### config.mk
export PLATFORM = sky130hd
export DESIGN_NAME = div_radix2_core
export DESIGN_NICKNAME = d
export VERILOG_FILES = /design/src/rtl/div_radix2_core.sv
export SDC_FILE = /design/constraint.sdc
export NUM_CORES = 1
export LEC_CHECK = 0
export ABC_AREA = 0
export BUFFER_PORTS_ARGS = -buffer_cell sky130_fd_sc_hd__buf_4
export CAP_MARGIN = 20
export CORE_MARGIN = 2
export CORE_UTILIZATION = 40
export DETAILED_ROUTE_END_ITERATION = 8
export SLEW_MARGIN = 20
export SYNTH_ARGS = -nofsm -noshare
export SYNTH_HDL_FRONTEND = slang
export SYNTH_SLANG_ARGS = --single-unit
export TNS_END_PERCENT = 10
### constraint.sdc
create_clock -name clk -period 3.05 [get_ports clk]
set_clock_uncertainty 0.05 [all_clocks]
set_input_delay 0.4575 -clock clk [delete_from_list [all_inputs] [get_ports clk]]
set_output_delay 0.4575 -clock clk [all_outputs]
set_load 0.005 [all_outputs]
### src/rtl/div_radix2_core.sv
// rtl/div_radix2_core.sv - 64-bit unsigned restoring divider, one quotient bit per clock.
// Optional DIV_ZERO_FAST_EN: a zero divisor completes in one cycle with the same result.
module div_radix2_core (
   input  logic         clk,
   input  logic         reset,
   input  logic         flush,
   input  logic         in_valid,
   output logic         in_ready,
   input  logic [63:0]  a,
   input  logic [63:0]  b,
   output logic         out_valid,
   input  logic         out_ready,
   output logic [127:0] c
);

   typedef enum logic [1:0] {
      S_IDLE = 2'd0,
      S_BUSY = 2'd1,
      S_DONE = 2'd2
   } state_t;

   state_t      r_state;
   state_t      w_next;
   logic [63:0] r_dvd;    // dividend shifts out the top while quotient bits shift in
   logic [63:0] r_dvs;
   logic [63:0] r_rem;
   logic [5:0]  r_cnt;
   logic [64:0] w_t;
   logic        w_accept;
   logic        w_zero_fast;
   logic        w_last;

   assign w_t      = {r_rem, r_dvd[63]} - {1'b0, r_dvs};
   assign w_accept = (r_state == S_IDLE) && in_valid && !flush;
   assign w_last   = (r_cnt == 6'd63);

`ifdef DIV_ZERO_FAST_EN
   assign w_zero_fast = (b == 64'd0);
`else
   assign w_zero_fast = 1'b0;
`endif

   assign in_ready  = (r_state == S_IDLE);
   assign out_valid = (r_state == S_DONE);
   assign c         = {r_rem, r_dvd};

   always_comb begin
      w_next = r_state;
      case (r_state)
         S_IDLE:  if (in_valid) w_next = w_zero_fast ? S_DONE : S_BUSY;
         S_BUSY:  if (w_last) w_next = S_DONE;
         S_DONE:  if (out_ready) w_next = S_IDLE;
         default: w_next = S_IDLE;
      endcase
      if (flush) w_next = S_IDLE;
   end

   always_ff @(posedge clk) begin
      if (reset) r_state <= S_IDLE;
      else       r_state <= w_next;
   end

   always_ff @(posedge clk) begin
      if (reset) begin
         r_dvd <= 64'd0;
         r_dvs <= 64'd0;
         r_rem <= 64'd0;
         r_cnt <= 6'd0;
      end else if (w_accept) begin
         r_dvs <= b;
         r_cnt <= 6'd0;
         if (w_zero_fast) begin
            r_rem <= a;
            r_dvd <= {64{1'b1}};
         end else begin
            r_rem <= 64'd0;
            r_dvd <= a;
         end
      end else if (r_state == S_BUSY && !flush) begin
         if (!w_t[64]) begin
            r_rem <= w_t[63:0];
            r_dvd <= {r_dvd[62:0], 1'b1};
         end else begin
            r_rem <= {r_rem[62:0], r_dvd[63]};
            r_dvd <= {r_dvd[62:0], 1'b0};
         end
         r_cnt <= r_cnt + 6'd1;
      end
   end

endmodule

==> results.yml, run 1 <==
clock_network:
  cts_sinks: 200
  htree_levels: 4
  ctsHoldBuffers: 0
  clock_latency_ns: 0.46
  root_buffer: "clkbuf_16"
  numCtsBuffers: 17
  cts_tree: "built"
  clk_path_buf_depth: 2
  clk_pin_slew_worst_paths_ns: 0.09
run_status:
  violations: "negative setup slack"
  status: "finished with violations"
drt:
  wl_per_cell_um: 16.4
  drt_pre_antenna_iters: 5
  wl_um: 38900
  drc_errors: 0
  viasPerCell: 5.37
  drt_iter0_drc: 672
  ant_nets: 0
  num_vias: 12800
worst_setup_path:
  critPathKind: "register to register"
  rr_startpoint: "r_dvd[63]"
  worst_setup_path_end_kind: "register"
  start_kind: "register"
  r2r_slack_ns: -0.18
  crit_arrival_ns: 3.51
  r2r_end: "r_rem[40]"
  rr_worst_depth: 16
  cp_max_fo: 6
  cp.required_ns: 3.32
sta:
  period_needed_ns: 3.23
  rsz0062_at_grt: "yes"
  relSlewSlack_pct: 38.9
  setup_tns_ns: -6.36
  hold_viol: 0
  fin_crit_sh_pct: 106
  max_freq_ghz: 0.309
  setup_ws_ns: -0.182
  drv_slew: 0
  tightest_slew_ns: 0.917
  worst_hold_slack_ns: 0.139
  setup_viol: 63
cells_and_area:
  multiInputGateArea_um2: 7510
  regArea_um2: 4010
  syn_to_final_growth_pct: 42.4
  fin_nets: 2177
  drive_gt1_share_pct: 31.1
  num_antenna_cells: 0
  fillCellCount: 2797
  final_common_cell: "buf_4"
  final_cell_mix: "466 x buf_4, 277 x a21oi_1, 264 x nand2_1, 197 x dfxtp_1, 81 x nor2_1"
synth:
  async_reset_ff_share_pct: 0
  ys.flop_type: "dfxtp_1"
  synth_nets: 1780
  yosysSeqAreaShare_pct: 33.9
  synthDistinctLibCells: 70
  synth_edf_count: 0
  synthCells: 1581
  synth_warnings: 0
  yosys_register_bits: 200
  netlist_area_um2: 11800
  synth_area_per_cell_um2: 7.47
grt:
  gr-total-overflow: 0
  grt_pass1_vias: 12400
  antenna_found_initial: 0
  track_usage_pct: 24.6
  grt_max_degree: 84
  grt_pass1_wl_um: 62200
placement:
  gp_congestion: 0.911
  dp.final_hpwl_um: 28100
  port_buffers: 262
power:
  power.total_uw: 8420
  power.leakage_uw: 0.00747
  p_per_area_nw_per_um2: 501
  ir_drop_v: 0.000404
hold_path:
  hold_start: "flush"
  min_path_cells: 2
  hold_end: "r_state[1]"
  worst_hold_path_type: "input pin to register"
flow_run:
  cap_violations: 0
die:
  chipWidth_um: 176
  fp.coreArea_um2: 28900
  start_util_pct: 40.9
  ioPinCount: 263
  die_area_um2: 30900
  fp.dieH_um: 176
  row_count: 62
synth_stat cells (all sizes together) (3+ instances only):
library cell / instances / area share (%)
and3: 11 / 0.58
a22oi: 62 / 3.9
and2: 6 / 0.32
o21a: 10 / 0.64
nand3: 23 / 1.0
clkbuf: 86 / 2.8
a2111oi: 3 / 0.70
or3: 4 / 0.21
o2111ai: 4 / 0.30
nand2: 265 / 8.4
a31oi: 8 / 0.42
o31ai: 7 / 0.57
nor2b: 6 / 0.32
o22ai: 7 / 0.37
a21o: 22 / 1.4
xnor2: 39 / 3.0
inv: 81 / 2.6
mux2i: 6 / 0.51
a41oi: 5 / 0.43
dfxtp: 200 / 34
o211ai: 10 / 0.64
o21ai: 106 / 4.5
nor3: 11 / 0.47
nand4: 25 / 1.3
a21oi: 299 / 13
nand2b: 11 / 0.58
buf: 24 / 1.3
nor2: 94 / 3.0
o211a: 8 / 0.68
ha: 65 / 6.9
a211oi: 7 / 0.53
xor2: 26 / 1.9
o21bai: 10 / 0.67
layer usage:
layer / wire [um] / up-vias / GRT usage [%]
li1: - / 6359 / -
met4: 907 / 0 / 6.89
met1: 17100 / 6031 / 31.5
met2: 19000 / 302 / 42.1
met3: 1840 / 61 / 4.57
met5: 0 / - / 0
critical path, stage by stage (launching register included):
cell and delay (ns):
dfxtp_2 0.34, inv_2 0.05, ha_4 0.15, fa_2 0.35, nand2b_4 0.15, a21oi_2 0.14
buf_4 0.13, o211ai_1 0.17, a2111oi_4 0.39, o2111ai_2 0.17, nand3_2 0.17, xnor2_4 0.19
buf_4 0.20, clkbuf_16 0.14, nor2_1 0.04, a211oi_1 0.22, nor3_1 0.07
where the power goes:
group,internal (uW),switching [uW],total (uW)
registers,2720,78.1,2800
clock network,1140,1210,2360
logic,1590,1670,3270
cell type report:
| cell class | instances | share of cell area, % |
|---|---|---|
| Clock buffer | 18 | 2.61 |
| Clock inverter | 14 | 1.03 |
| Inverter | 81 | 1.81 |
| Multi-Input combinational cell | 1190 | 44.6 |
| Sequential cell | 200 | 23.8 |
| Tap cell | 384 | 2.86 |
| Timing Repair Buffer | 488 | 23.2 |
sequential cells by signal, summed over array words and instances (netlist names):
name     flops
r_dvd       64
r_dvs       64
r_rem       64
r_cnt        6
r_state      2
cells by family (layout without fill, tap and decap cells):
logic type	count (synthesis)	count (layout)	synth area share (%)
fa+ha+maj	66	66	7.06
flops	200	200	33.9
buf+inv	191	601	6.62
xor+xnor	65	65	4.89
mux	6	6	0.509
simple gates	468	468	17.1
compound gates	585	585	29.9
through the flow:
stage	instances	util [%]	cell area, um^2	setup WS [ns]
global placement	2317	53.4	15400	-0.315
detailed placement	2317	53.4	15400	-0.343
finish	2375	58.3	16800	-0.182
global route	2375	58.3	16800	-0.343
floorplan	1581	-	11800	0.0206
CTS	2366	57.2	16500	-0.178
what timing repair did:
| action | CTS | global route |
|---|---|---|
| pin swaps | 39 | 41 |
| endpoints found under the setup margin | 65 | 65 |
| gates resized for setup | 73 | 47 |
| cloned | 2 | 4 |
| buffers inserted | 16 | 5 |
worst max-delay path by stage:
stage              start         to  slack [ns]  cells past startpoint
2_1_floorplan  r_dvd[63]  r_rem[34]        0.02                     14
3_3_place_gp   r_dvd[63]  r_rem[58]       -0.32                     16
3_5_place_dp   r_dvd[63]  r_rem[58]       -0.34                     16
4_1_cts        r_dvd[63]  r_rem[23]       -0.18                     16
5_1_grt        r_dvd[63]  r_rem[52]       -0.34                     17
6_report       r_dvd[63]  r_rem[40]       -0.18                     16
Power figures use the tool's default switching activity.
==> inputs of run 2 (changes only) <==
Settings changed: PLACE_DENSITY from default to 0.71, SETUP_SLACK_MARGIN from default to 0.05.
==> results.yml, run 2 (synthesis results as in run 1) <==
run_status:
  status: "finished with violations"
  violations: "negative setup slack"
drt:
  drt_iter0_drc: 1043
  drc_errors: 0
  wl_per_cell_um: 16.8
  num_vias: 12800
  viasPerCell: 5.43
  drt_pre_antenna_iters: 7
  ant_nets: 0
  wl_um: 39600
clock_network:
  clock_latency_ns: 0.47
  root_buffer: "clkbuf_16"
  cts_tree: "built"
  ctsHoldBuffers: 0
  clk_pin_slew_worst_paths_ns: 0.09
  clk_path_buf_depth: 2
  numCtsBuffers: 17
  cts_sinks: 200
  htree_levels: 4
cells_and_area:
  final_common_cell: "buf_4"
  fin_nets: 2156
  syn_to_final_growth_pct: 40.5
  fin_util_pct: 57.5
  final_area_um2: 16600
  num_antenna_cells: 0
  final_cell_mix: "448 x buf_4, 274 x a21oi_1, 264 x nand2_1, 197 x dfxtp_1, 81 x nor2_1"
  drive_gt1_share_pct: 30.3
  finalNonFillerCells: 2354
  regArea_um2: 4010
  reg_top3: "r_dvd: 64 flops, r_dvs: 64 flops, r_rem: 64 flops"
  multiInputGateArea_um2: 7490
  fillCellCount: 2672
worst_setup_path:
  start_kind: "register"
  cp.required_ns: 3.34
  critPathKind: "register to register"
  worst_setup_path_end_kind: "register"
  rr_worst_depth: 15
  crit_arrival_ns: 3.46
  cp_max_fo: 5
  r2r_slack_ns: -0.13
  rr_startpoint: "r_dvs[7]"
  r2r_end: "r_rem[59]"
power:
  pwr-share-clk_pct: 28.4
  seqPwrFrac_pct: 33.5
  p_sw_uw: 2930
  p_sw_share_pct: 35.1
  p_per_area_nw_per_um2: 505
  intPower_uw: 5430
  pwr-share-comb_pct: 38.1
  ir_drop_v: 0.000415
  power.leakage_uw: 0.00735
sta:
  setup_ws_ns: -0.126
  period_needed_ns: 3.18
  setup_viol: 57
  drv_slew: 0
  tightest_slew_ns: 1.02
  relSlewSlack_pct: 31.7
  fin_crit_sh_pct: 104
  hold_viol: 0
  rsz0062_at_grt: "yes"
  max_freq_ghz: 0.315
die:
  start_util_pct: 40.9
  chipWidth_um: 176
  fp.dieH_um: 176
  fp.coreArea_um2: 28900
  row_count: 62
  ioPinCount: 263
  die_area_um2: 30900
placement:
  postPlaceCellArea_um2: 15200
  dp.final_hpwl_um: 28300
  placed_cells: 2297
  port_buffers: 262
  gp_congestion: 0.942
  pre_cts_ws_ns: -0.251
grt:
  gr-total-overflow: 0
  grt_max_degree: 88
  antenna_found_initial: 0
  grt_pass1_vias: 12400
  grt_pass1_wl_um: 62600
  track_usage_pct: 24.9
flow_run:
  cap_violations: 0
hold_path:
  hold_end: "r_state[1]"
  worst_hold_path_type: "input pin to register"
  min_path_cells: 2
  hold_start: "flush"
run 2: power by group through the flow:
stage	Sequential [uW]	Combinational [uW]	Clock [uW]
CTS	2800	3060	2430
global route	2810	3440	2530
global placement	2850	2580	0
floorplan	2850	1630	0
finish	2800	3190	2380
detailed placement	2860	2600	0
run 2: worst max-delay path by stage:
| stage | from | endpoint | slack [ns] | cells after the start |
|---|---|---|---|---|
| floorplan | r_dvd[63] | r_rem[34] | 0.08 | 14 |
| global placement | r_dvs[55] | r_rem[4] | -0.19 | 15 |
| detailed placement | r_dvd[63] | r_rem[6] | -0.25 | 15 |
| CTS | r_dvs[19] | r_rem[63] | -0.12 | 14 |
| global route | r_dvd[63] | r_rem[42] | -0.27 | 17 |
| finish | r_dvs[7] | r_rem[59] | -0.13 | 15 |
run 2: per-stage QoR:
stage	TNS, ns	hold slack (ns)	power, uW
floorplan	0	0.386	4480
global placement	-6.76	0.393	5430
detailed placement	-10.59	0.396	5460
CTS	-2.97	0.114	8280
global route	-13.85	0.117	8790
finish	-2.09	0.129	8370
run 2: final cells by class:
type	instances	share of cell area [%]
Multi-Input combinational cell	1190	45.1
Sequential cell	200	24.2
Timing Repair Buffer	467	22.3
Tap cell	384	2.90
Clock buffer	18	2.59
Inverter	81	1.83
Clock inverter	14	1.08
run 2: critical path, stage by stage (launching register included):
cell and delay, ns:
dfxtp_1 0.33, inv_1 0.06, ha_1 0.33, buf_4 0.17, nand3_1 0.13, o21ai_1 0.21, a21oi_2 0.10, o32ai_4 0.30
o2111ai_2 0.14, nor2b_2 0.18, buf_4 0.14, o41a_1 0.35, buf_4 0.17, o21ai_1 0.15, xnor2_1 0.14, o22ai_1 0.09
run 2: metal layers:
metal  up-vias  part of all wire, %  GRT usage (%)
li1       6303                    -              -
met1      6022                   43           31.3
met2       395                   48           42.6
met3        60                  6.9           6.02
met4         0                  1.7           6.61
met5         -                    0              0
run 2: timing repair:
| action | CTS | global route |
|---|---|---|
| pin swaps | 56 | 37 |
| gates resized for setup | 93 | 40 |
| endpoints found under the setup margin | 65 | 65 |
| setup buffers | 18 | 4 |
| gates cloned | 4 | 1 |
| hold endpoints to repair | 0 | 0 |
